--- config.mk ---
export PLATFORM = sky130hd
export DESIGN_NAME = led_pattern_mux
export DESIGN_NICKNAME = d
export VERILOG_FILES = /design/src/rtl/led_pattern_mux.sv
export SDC_FILE = /design/constraint.sdc
export NUM_CORES = 1
export LEC_CHECK = 0
export BUFFER_PORTS_ARGS = -buffer_cell sky130_fd_sc_hd__buf_4
export CAP_MARGIN = 30
export CORE_AREA = 8 8 107 109
export DETAILED_ROUTE_END_ITERATION = 16
export DIE_AREA = 0 0 115 117
export GPL_ROUTABILITY_DRIVEN = 0
export MAX_ROUTING_LAYER = met4
export REMOVE_ABC_BUFFERS = 1
export SYNTH_ARGS = -nofsm -noshare
export SYNTH_HDL_FRONTEND = slang
export SYNTH_SLANG_ARGS = --single-unit
--- constraint.sdc ---
create_clock -name clk -period 3.1 [get_ports clk]
set_clock_uncertainty 0.1 [all_clocks]
set_input_delay 0.155 -clock clk [delete_from_list [all_inputs] [get_ports clk]]
set_output_delay 0.155 -clock clk [all_outputs]
set_load 0.01 [all_outputs]
--- src/rtl/led_pattern_mux.sv ---
// rtl/led_pattern_mux.sv - registered LED pattern selector with blink/chase timers
// Mode-entry restarts the relevant timer; freeze holds every register.
module led_pattern_mux #(
  parameter int                 N_LEDS        = 7,
  parameter int                 BLINK_DIV     = 25_000_000,
  parameter int                 CHASE_DIV     = 5_000_000,
  parameter logic [N_LEDS-1:0]  RESET_PATTERN = 7'b1111011
) (
  input  logic              clk,
  input  logic              rst_n,
  input  logic [N_LEDS-1:0] score,
  input  logic [2:0]        leds_ctrl,
  input  logic              freeze,
  output logic [N_LEDS-1:0] leds_out
);

  localparam int BW = $clog2(BLINK_DIV);
  localparam int CW = $clog2(CHASE_DIV);
  localparam int PW = $clog2(N_LEDS);

  localparam logic [2:0] M_ALL_OFF = 3'd0;
  localparam logic [2:0] M_ALL_ON  = 3'd1;
  localparam logic [2:0] M_RESET   = 3'd2;
  localparam logic [2:0] M_SCORE   = 3'd3;
  localparam logic [2:0] M_BLINK   = 3'd4;
  localparam logic [2:0] M_ALT     = 3'd5;
  localparam logic [2:0] M_CHASE   = 3'd6;
  localparam logic [2:0] M_BAR     = 3'd7;

  logic [BW-1:0]     r_blink_cnt;
  logic              r_phase;
  logic [CW-1:0]     r_chase_cnt;
  logic [PW-1:0]     r_pos;
  logic [2:0]        r_ctrl_q;
  logic [N_LEDS-1:0] r_leds;

  logic              w_entry;
  logic [BW-1:0]     w_blink_cnt_nxt;
  logic              w_phase_nxt;
  logic [CW-1:0]     w_chase_cnt_nxt;
  logic [PW-1:0]     w_pos_nxt;
  logic [N_LEDS-1:0] w_bar;
  logic [N_LEDS-1:0] w_leds_nxt;

  assign w_entry = (leds_ctrl != r_ctrl_q);

  // Bar bit i is lit when score > i; saturates naturally once score >= N_LEDS.
  for (genvar gi = 0; gi < N_LEDS; gi++) begin : g_bar
    assign w_bar[gi] = (score > N_LEDS'(gi));
  end

  always_comb begin
    w_blink_cnt_nxt = r_blink_cnt + BW'(1);
    w_phase_nxt     = r_phase;
    if (w_entry && (leds_ctrl == M_BLINK || leds_ctrl == M_ALT)) begin
      w_blink_cnt_nxt = '0;
      w_phase_nxt     = 1'b1;
    end else if (r_blink_cnt == BW'(BLINK_DIV - 1)) begin
      w_blink_cnt_nxt = '0;
      w_phase_nxt     = ~r_phase;
    end
  end

  always_comb begin
    w_chase_cnt_nxt = r_chase_cnt + CW'(1);
    w_pos_nxt       = r_pos;
    if (w_entry && leds_ctrl == M_CHASE) begin
      w_chase_cnt_nxt = '0;
      w_pos_nxt       = '0;
    end else if (r_chase_cnt == CW'(CHASE_DIV - 1)) begin
      w_chase_cnt_nxt = '0;
      w_pos_nxt       = (r_pos == PW'(N_LEDS - 1)) ? '0 : r_pos + PW'(1);
    end
  end

  // Output uses next-state timer values so an entry edge already shows the restarted pattern.
  always_comb begin
    w_leds_nxt = '0;
    case (leds_ctrl)
      M_ALL_OFF: w_leds_nxt = '0;
      M_ALL_ON:  w_leds_nxt = '1;
      M_RESET:   w_leds_nxt = RESET_PATTERN;
      M_SCORE:   w_leds_nxt = score;
      M_BLINK:   w_leds_nxt = w_phase_nxt ? score : '0;
      M_ALT:     w_leds_nxt = w_phase_nxt ? score : ~score;
      M_CHASE:   w_leds_nxt = N_LEDS'(1) << w_pos_nxt;
      M_BAR:     w_leds_nxt = w_bar;
      default:   w_leds_nxt = '0;
    endcase
  end

  always_ff @(posedge clk or negedge rst_n) begin
    if (!rst_n) begin
      r_blink_cnt <= '0;
      r_phase     <= 1'b1;
      r_chase_cnt <= '0;
      r_pos       <= '0;
      r_ctrl_q    <= '0;
      r_leds      <= '0;
    end else if (!freeze) begin
      r_blink_cnt <= w_blink_cnt_nxt;
      r_phase     <= w_phase_nxt;
      r_chase_cnt <= w_chase_cnt_nxt;
      r_pos       <= w_pos_nxt;
      r_ctrl_q    <= leds_ctrl;
      r_leds      <= w_leds_nxt;
    end
  end

  assign leds_out = r_leds;

endmodule
* After elaboration in Yosys (flattened, before gate mapping)
Index checks and enable logic that the tools add are counted.
** Storage, ports and cells
- Output and inout port bits :: 7
- Input port bits :: 13
- Register bits :: 62
** Operators by class
- Bitwise operators :: 2
- Reduce and logical (&&, ||, !) cells :: 4
- Shifts and indexed selects :: 1
- Mux-type cells :: 12
- $lt $le $gt $ge :: 7
- Eq/ne operators :: 11
- Add/sub/neg operators :: 3
** Operators with widths (number)
- one-hot mux 7 bit (8 select lines) :: 1
- 2-to-1 mux 25 bit :: 2
- 2-to-1 mux 23 bit :: 2
- adder 25 x 1 -> 25 bit, second input constant :: 1
- equality test 25 bit, second input constant :: 1
- adder 23 x 1 -> 23 bit, second input constant :: 1
- equality test 23 bit, second input constant :: 1
- > comparator 7 x 3 -> 1 bit, second input constant :: 3
- equality test 3 bit, second input constant :: 5
- > comparator 7 x 1 -> 1 bit, second input constant :: 2
- > comparator 7 x 2 -> 1 bit, second input constant :: 2
- 2-to-1 mux 7 bit :: 2
- 2-to-1 mux 3 bit :: 3
- inverter 7 bit :: 1
- << shifter 1 x 3 -> 7 bit, first input constant :: 1
- equality test 3 x 2 -> 1 bit, second input constant :: 2
- adder 3 x 1 -> 3 bit, second input constant :: 1
- equality test 3 x 1 -> 1 bit, second input constant :: 1
- logical NOT 3 bit :: 1
- inequality test 3 bit :: 1
- logical AND 1 bit :: 2
- 2-to-1 mux 1 bit :: 2
- logical OR 1 bit :: 1
- inverter 1 bit :: 1

* Longest topological paths before layout
Gate-level depths: netlist of run 1.
- Word-level depth :: 6
- Depth in mapped cells :: 12

* Worst setup path before layout of run 1
No wires, ideal clock.
- Kind :: register to register
- Start point :: reg r_blink_cnt[0]
- End point :: reg r_leds[0] (netlist: leds_out[0])
- Arrival time :: 2476 ps
- Buffers on the path :: 0
- Data required time :: 2874 ps
- Stages on the path, launching flop included :: 13
- Path slack :: 398 ps
- Cells stage by stage :: dfrtp_1 > ha_1 > nor4bb_1 > nand4b_1 > nor4_1 > xnor2_1 > nand2_1 > ha_1 > nand2_1 > o21ai_0 > a22oi_1 > o21a_1 > a221o_1
** On the way
- Cells in the longest elaborated chain, start to end :: 5
- Elaborated cells on any way between the ends :: 6
- Those cells by class :: eq/ne (1); mux (5)
** RTL lines
- start: declaration :: line 30 : logic [BW-1:0] r_blink_cnt;
- start signal: assignment :: line 101 : r_blink_cnt <= w_blink_cnt_nxt;
- equality test 25 bit (*) :: line 58 : end else if (r_blink_cnt == BW'(BLINK_DIV - 1)) begin
- 2-to-1 mux 1 bit (*) :: line 58
- 2-to-1 mux 1 bit (*) :: line 55 : if (w_entry && (leds_ctrl == M_BLINK || leds_ctrl == M_ALT)) begin
- named net w_phase_nxt :: line 39 : logic w_phase_nxt;
- 2-to-1 mux 7 bit (on tied branches) :: line 85, 84
- one-hot mux 7 bit (8 select lines) (*) :: line 79 : case (leds_ctrl)
- end signal: assignment :: line 106 : r_leds <= w_leds_nxt;
- end: declaration :: line 35 : logic [N_LEDS-1:0] r_leds;
Mark *: on every way through the listed nets, which the timed path passes. The rest lies on a longest branch.
A chain may end at the register's enable or synchronous reset.

* Worst setup path after layout of run 1
Ends and elaborated chain as after synthesis.

==> results_dict.tcl, run 1 <==
set metrics [dict create \
    status "completed" \
    setup_tns_ps 0 \
    cpLargestDelayFamily "simple AND/OR/NAND/NOR gates" \
    grt_pass1_vias 3049 \
    rsz0062_at_grt "false" \
    path_cells "ha_1 > nor4bb_1 > nand4b_1 > nor4_4 > xnor2_1 > nand2_1 > ha_1 > nand2_1 > o21ai_0 > a22oi_1 > o21a_1 > a221o_1" \
    netlist_instances 419 \
    synthFlopType "dfrtp_1" \
    cts.sinks 62 \
    root_buffer "clkbuf_8" \
    critPathBufInv 0 \
    post-dp-hpwl_mm 5.77 \
    ir_worst_vdd_uv 251 \
    drive_gt1_frac 0.132 \
    cap_violations 0 \
    critPathMaxStageDelay_ps 390 \
    grt_max_degree 63 \
    critical_path_class "flop to flop" \
    setup_violations 0 \
    p_per_area_nw_per_um2 467 \
    drtIter0Drc 184 \
    startpoint_type "flop" \
    worstPathRequired_ps 3220 \
    end_kind "flop" \
    async_reset_ff_frac 1.00 \
    p_comb_frac 0.141 \
    synth_warnings 0 \
    numCtsBuffers 9 \
    die_w_um 115 \
    min_path_type "primary input to flop" \
    final_cell_area_um2 4300 \
    yosysTopAreaCell "dfrtp_1" \
    initial_core_util 0.384 \
    die_area_um2 13500 \
    worst_slew_pin_slew_ps 814 \
    fmax_mhz 344 \
    tritoncts "done" \
    grt_use_total 0.140 \
    gr-total-overflow 0 \
    cp.arrival_ps 3030 \
    antenna_cells 0 \
    power_frac_seq 0.484 \
    cts_buffer_depth 2 \
    intPower_w 0.00144 \
    ys_seq_elements 62 \
    syn_area_um2 3800 \
    path_max_fanout 7 \
    synth_top_area_frac 0.402 \
    slew_viol_final 0 \
    dr.pass1.iters 4 \
    p_sw_w 0.000565 \
    switching_share 0.282 \
    coreArea_um2 9910 \
    pwr-share-clk 0.375 \
    drc 0 \
    synth-seq-area-share 0.409 \
    vias 3166 \
    port_buffers 19 \
    row_count 37 \
    ios 20 \
    clk_pin_slew_ps 70 \
    via_per_inst 5.44 \
    ant_nets 0 \
    final_cells 582 \
    power_leakage_nw 1.82 \
    grt_pass1_wl_mm 14.7 \
    fin_crit_sh 0.937 \
    dp_cells 566 \
    slew_headroom 0.457 \
    clock_latency_ps 340 \
    htree_levels 3 \
    antenna_found_initial 0 \
    period_needed_ps 2900 \
    wire_per_inst_um 14.8 \
    synth_edf_count 0 \
    nets 464 \
    synthTopCellsByArea "dfrtp_1 (40%), nor2_1 (4.8%), xor2_1 (4.6%), nand2_1 (4.0%), xnor2_1 (3.9%)" \
    crit_slowest_cell "dfrtp_1" \
    placed_cell_area_um2 4070 \
    fp.dieH_um 117 \
    hold_viol 0 \
    syn2layout_area_growth_pct 13.2 \
    syn_area_per_cell_um2 9.07 \
    routed_wl_mm 8.59 \
    fill_cells 1008 \
    synth.distinct_cells 69 \
]
area by class of cell:
cell class | count | area, um^2 | share of cell area
Clock inverter | 3 | 42.5 | 0.00989
Clock buffer | 12 | 165 | 0.0384
Timing Repair Buffer | 28 | 213 | 0.0494
Tap cell | 136 | 170 | 0.0396
Multi-Input combinational cell | 330 | 2120 | 0.492
Sequential cell | 62 | 1550 | 0.361
Inverter | 11 | 41.3 | 0.00960
layer usage:
layer | track usage | wire length, um | vias up
li1 | - | - | 1562
met1 | 0.182 | 4240 | 1559
met2 | 0.216 | 4020 | 34
met3 | 0.0226 | 208 | 11
met4 | 0.0508 | 118 | 0
met5 | - | 0 | -
cell families after synthesis:
| logic type | Yosys count | synth area share |
|---|---|---|
| buffers and inverters | 27 | 0.0382 |
| multiplexers | 4 | 0.0125 |
| adder cells (fa/ha/maj) | 9 | 0.0296 |
| AND/OR/NAND/NOR | 207 | 0.296 |
| AO/OA/AOI/OAI | 73 | 0.129 |
| XOR/XNOR | 37 | 0.0853 |
| flip-flops | 62 | 0.409 |
cells in the mapped netlist, types with 4 or more instances:
library cell	n
dfrtp_1	61
nor2_1	49
nand2_1	40
nand3_1	24
o21ai_0	23
xor2_1	20
xnor2_1	17
nand4_1	12
inv_1	11
nor3_1	11
a21oi_1	10
nor2b_1	10
ha_1	9
clkbuf_1	8
and3_1	6
nor4_1	6
a22oi_1	5
nand2b_1	5
nand4b_1	5
nor4b_1	5
or3_1	5
and4_1	4
o41ai_1	4
or4_1	4
worst reg2reg max path: stages (launching register included):
cell and delay (ps):
dfrtp_1 390, ha_1 170, nor4bb_1 200, nand4b_1 190, nor4_4 310, xnor2_1 170, nand2_1 230, ha_1 360
nand2_1 50, o21ai_0 70, a22oi_1 100, o21a_1 190, a221o_1 260
sequential cells by signal, summed over array words and instances, names as in the netlist:
| name | count |
|---|---|
| leds_out | 7 |
| r_ctrl_q | 3 |
| r_phase | 1 |
| r_blink_cnt | 25 |
| r_pos | 3 |
| r_chase_cnt | 23 |
power by group through the flow:
stage	sequential, W	clock (W)	combinational, W
6_report	0.000971	0.000753	0.000283
5_1_grt	0.000985	0.000806	0.000322
4_1_cts	0.000969	0.000777	0.000287
3_5_place_dp	0.000984	0	0.000285
3_3_place_gp	0.000980	0	0.000278
2_1_floorplan	0.000966	0	0.000166
stage by stage:
step / setup WS, ps / utilization / hold WS, ps / total power, W
floorplan: 409 / - / -241 / 0.00113
global placement: 180 / 0.411 / 199 / 0.00126
detailed placement: 118 / 0.411 / 196 / 0.00127
CTS: 96.7 / 0.433 / 85.9 / 0.00203
global route: 14.0 / 0.434 / 119 / 0.00211
finish: 195 / 0.434 / 114 / 0.00201
what timing repair did:
item / 4_1_cts / 5_1_grt
hold endpoints to repair: 61 / 0
setup endpoints to repair: 0 / 6
buffers inserted: 0 / 0
hold buffers: 1 / 0
gates resized for setup: 0 / 2
cells in the final DEF (no fill, tap or decap), types with 3 or more instances in the layout:
cell / n
a21oi_1: 10
a221o_1: 3
a22oi_1: 5
and2_1: 3
and3_1: 6
and4_1: 4
buf_4: 27
clkbuf_8: 12
dfrtp_1: 61
ha_1: 9
inv_1: 11
nand2_1: 40
nand2b_1: 5
nand3_1: 24
nand3b_1: 3
nand4_1: 12
nand4b_1: 5
nor2_1: 49
nor2b_1: 10
nor3_1: 11
nor4_1: 5
nor4b_1: 5
o211ai_1: 3
o21ai_0: 23
o21bai_1: 3
o41ai_1: 4
or3_1: 5
or4_1: 4
xnor2_1: 17
xor2_1: 20
final timing paths:
kind	startpoint	slack (ps)	end	depth (start not counted)
min reg2reg	r_ctrl_q[1]$_DFFE_PN0N_	420	r_ctrl_q[1]$_DFFE_PN0N_	2
max reg2reg	r_blink_cnt[0]$_DFFE_PN0N_	200	leds_out[0]$_DFFE_PN0N_	12
max in group asynchronous	rst_n	2010	r_pos[2]$_DFFE_PN0N_	2
min	leds_ctrl[2]	110	r_ctrl_q[2]$_DFFE_PN0N_	2
max	r_blink_cnt[0]$_DFFE_PN0N_	200	leds_out[0]$_DFFE_PN0N_	12
min in group asynchronous	rst_n	340	r_blink_cnt[24]$_DFFE_PN0N_	2
No activity file was read; power rests on OpenSTA's default activity.
==> inputs of run 2 (changes only) <==
ABC_AREA = 1   (was default)
CORE_AREA = 8 8 111 113   (was 8 8 107 109)
DIE_AREA = 0 0 119 121   (was 0 0 115 117)
SLEW_MARGIN = 40   (was default)
==> run 2 against run 1 <==
  * Clock power fell by 3.5%
  * Sequential share of layout area fell by 2.4 points
  * Critical path depth rose by 4
  * Worst hold slack got worse by 19 ps
  * Final cell count rose by 27%
  * Synthesized area rose by 7.8%
  * Global-route usage rose by 0.77 points
==> results_dict.tcl, run 2 <==
set metrics [dict create \
    clk_pin_slew_ps 70 \
    die_w_um 119 \
    syn_area_um2 4100 \
    final_cells 740 \
    grt_pass1_vias 3514 \
    worst_slew_pin_slew_ps 585 \
    ios 20 \
    port_buffers 19 \
    largest_register_ff_count 25 \
    antenna_cells 0 \
    cts_buffer_depth 2 \
    synth-seq-area-share 0.379 \
    cts.sinks 62 \
    pwr-share-clk 0.353 \
    final_cell_area_um2 4600 \
    worstPathRequired_ps 3240 \
    hold_viol 0 \
    ir_worst_vdd_uv 198 \
    synthTopCellsByArea "dfrtp_1 (37%), nand2_1 (14%), nor2_1 (7.1%), inv_1 (5.3%), nand3_1 (4.0%)" \
    post-dp-hpwl_mm 7.34 \
    synth_top_area_frac 0.373 \
    tritoncts "done" \
    startpoint "r_blink_cnt[0]$_DFFE_PN0N_" \
    netlist_instances 571 \
    cap_violations 0 \
    synth.distinct_cells 42 \
    coreArea_um2 10600 \
    setup_tns_ps 0 \
    clock_latency_ps 360 \
    drtIter0Drc 333 \
    period_needed_ps 2730 \
    p_sw_w 0.000659 \
    hold_start "leds_ctrl[1]" \
    htree_levels 3 \
    p_per_area_nw_per_um2 448 \
    path_max_fanout 8 \
    end_kind "flop" \
    dp_cells 722 \
    slew_headroom 0.610 \
    grt_use_total 0.147 \
    startpoint_type "flop" \
    root_buffer "clkbuf_8" \
    die_area_um2 14400 \
    min_path_type "primary input to flop" \
    antenna_found_initial 0 \
    setup_ws_ps 366 \
    p_comb_frac 0.174 \
    drive_gt1_frac 0.153 \
    nets 617 \
    power_frac_seq 0.474 \
    synth_edf_count 0 \
    syn2layout_area_growth_pct 12.3 \
    ant_nets 0 \
    via_per_inst 5.02 \
    power_leakage_nw 2.13 \
    numCtsBuffers 9 \
    synth_warnings 0 \
    reg2reg_from "r_blink_cnt[0]$_DFFE_PN0N_" \
    row_count 38 \
    post_cts_buffers 0 \
    synth.most_common_cell "nand2_1" \
    fmax_mhz 366 \
    rsz0062_at_grt "false" \
    synthTopCellsByCount "nand2_1 (149), nor2_1 (78), dfrtp_1 (61)" \
    gr-total-overflow 0 \
    initial_core_util 0.386 \
    drc 0 \
    placed_cell_area_um2 4380 \
    slew_viol_final 0 \
    cp.arrival_ps 2880 \
    routed_wl_mm 10.1 \
    grt_max_degree 63 \
    async_reset_ff_frac 1.00 \
    final_cell_mix "nand2_1 (149), nor2_1 (78), dfrtp_1 (61), inv_1 (58), nand3_1 (32)" \
    place_ws_ps 254 \
    fp.dieH_um 121 \
    yosysTopAreaCell "dfrtp_1" \
    wire_per_inst_um 13.6 \
    vias 3716 \
    switching_share 0.320 \
    regMostFlops "r_blink_cnt" \
    grt_pass1_wl_mm 16.9 \
    layout_commonest_cell "nand2_1" \
    synthFlopType "dfrtp_1" \
    status "completed" \
    intPower_w 0.00140 \
    dr.pass1.iters 4 \
    fin_crit_sh 0.882 \
    setup_violations 0 \
    critical_path_class "flop to flop" \
    syn_area_per_cell_um2 7.18 \
    ys_seq_elements 62 \
]
==> run 2: cell count changes after synthesis, sizes merged, moves of 6 or more <==
cell | previous run | this run
nor2b | 10 | 0
xnor2 | 17 | 4
nor3 | 11 | 19
xor2 | 20 | 14
nor2 | 49 | 87
nand2 | 41 | 166
a21oi | 10 | 23
inv | 11 | 70
nand3 | 24 | 38
clkbuf | 10 | 4
==> run 2: power groups by stage <==
stage / Sequential, W / Clock (W) / Combinational (W)
after detailed placement: 0.000990 / 0 / 0.000360
after CTS: 0.000976 / 0.000750 / 0.000363
after global placement: 0.000987 / 0 / 0.000349
after global routing: 0.000988 / 0.000787 / 0.000413
final: 0.000976 / 0.000727 / 0.000358
after floorplan: 0.000975 / 0 / 0.000235
==> run 2: cell type report <==
type	count	area, um^2
clock buffers	9	124
clock inverters	7	73.8
fillers	1072	6000
inverters	72	270
multi-input cells	428	2230
flip-flops and latches	62	1550
well taps	140	175
repair buffers	22	174
==> run 2: kinds of logic (layout without fill, tap and decap cells) <==
logic type | count (synthesis) | in the layout | share of synthesized area
adder cells (fa/ha/maj) | 9 | 9 | 0.0275
flip-flops | 62 | 62 | 0.379
AND/OR/NAND/NOR | 337 | 337 | 0.383
buffers and inverters | 81 | 110 | 0.0776
AO/OA/AOI/OAI | 64 | 64 | 0.0943
XOR/XNOR | 18 | 18 | 0.0385
==> run 2: per-layer routing <==
metal  global-route usage  vias to the layer above  wire (um)
li1                     -                     1891          -
met1                0.185                     1728       4830
met2                0.229                       86       4680
met3               0.0289                       11        423
met4               0.0601                        0        171
met5                    -                        -          0
==> run 2: timing repair <==
item | 4_1_cts | 5_1_grt
gates resized for setup | 0 | 1
hold endpoints to repair | 62 | 0
hold buffers | 2 | 0
endpoints found under the setup margin | 0 | 3
==> run 2: worst paths after layout <==
check / endpoint / slack [ps] / cells past startpoint
worst max-delay path: leds_out[6]$_DFFE_PN0N_ / 370 / 16
worst min-delay path: r_ctrl_q[1]$_DFFE_PN0N_ / 100 / 3
worst max register to register: leds_out[6]$_DFFE_PN0N_ / 370 / 16
worst min register to register: leds_out[3]$_DFFE_PN0N_ / 380 / 2
max in group asynchronous: r_chase_cnt[10]$_DFFE_PN0N_ / 2240 / 2
min in group asynchronous: r_blink_cnt[13]$_DFFE_PN0N_ / 250 / 2
==> run 2: critical path, stage by stage (launching register included) <==
cell,delay [ps]
dfrtp_1,390
ha_1,200
nand2_2,80
nor2_2,120
nand2_2,90
nor2_4,110
inv_2,50
nor2_2,120
nand3_2,150
nand2_1,130
nand3_2,190
ha_1,350
o2111ai_1,110
a21oi_1,200
o21ai_0,110
nand2_1,70
nand2_1,50
==> run 2: metrics by stage <==
stage / util / hold slack (ps) / total power [W]
finish: 0.434 / 95.3 / 0.00206
global route: 0.434 / 117 / 0.00219
CTS: 0.433 / 80.4 / 0.00209
detailed placement: 0.413 / 213 / 0.00135
global placement: 0.413 / 207 / 0.00134
floorplan: - / -241 / 0.00121
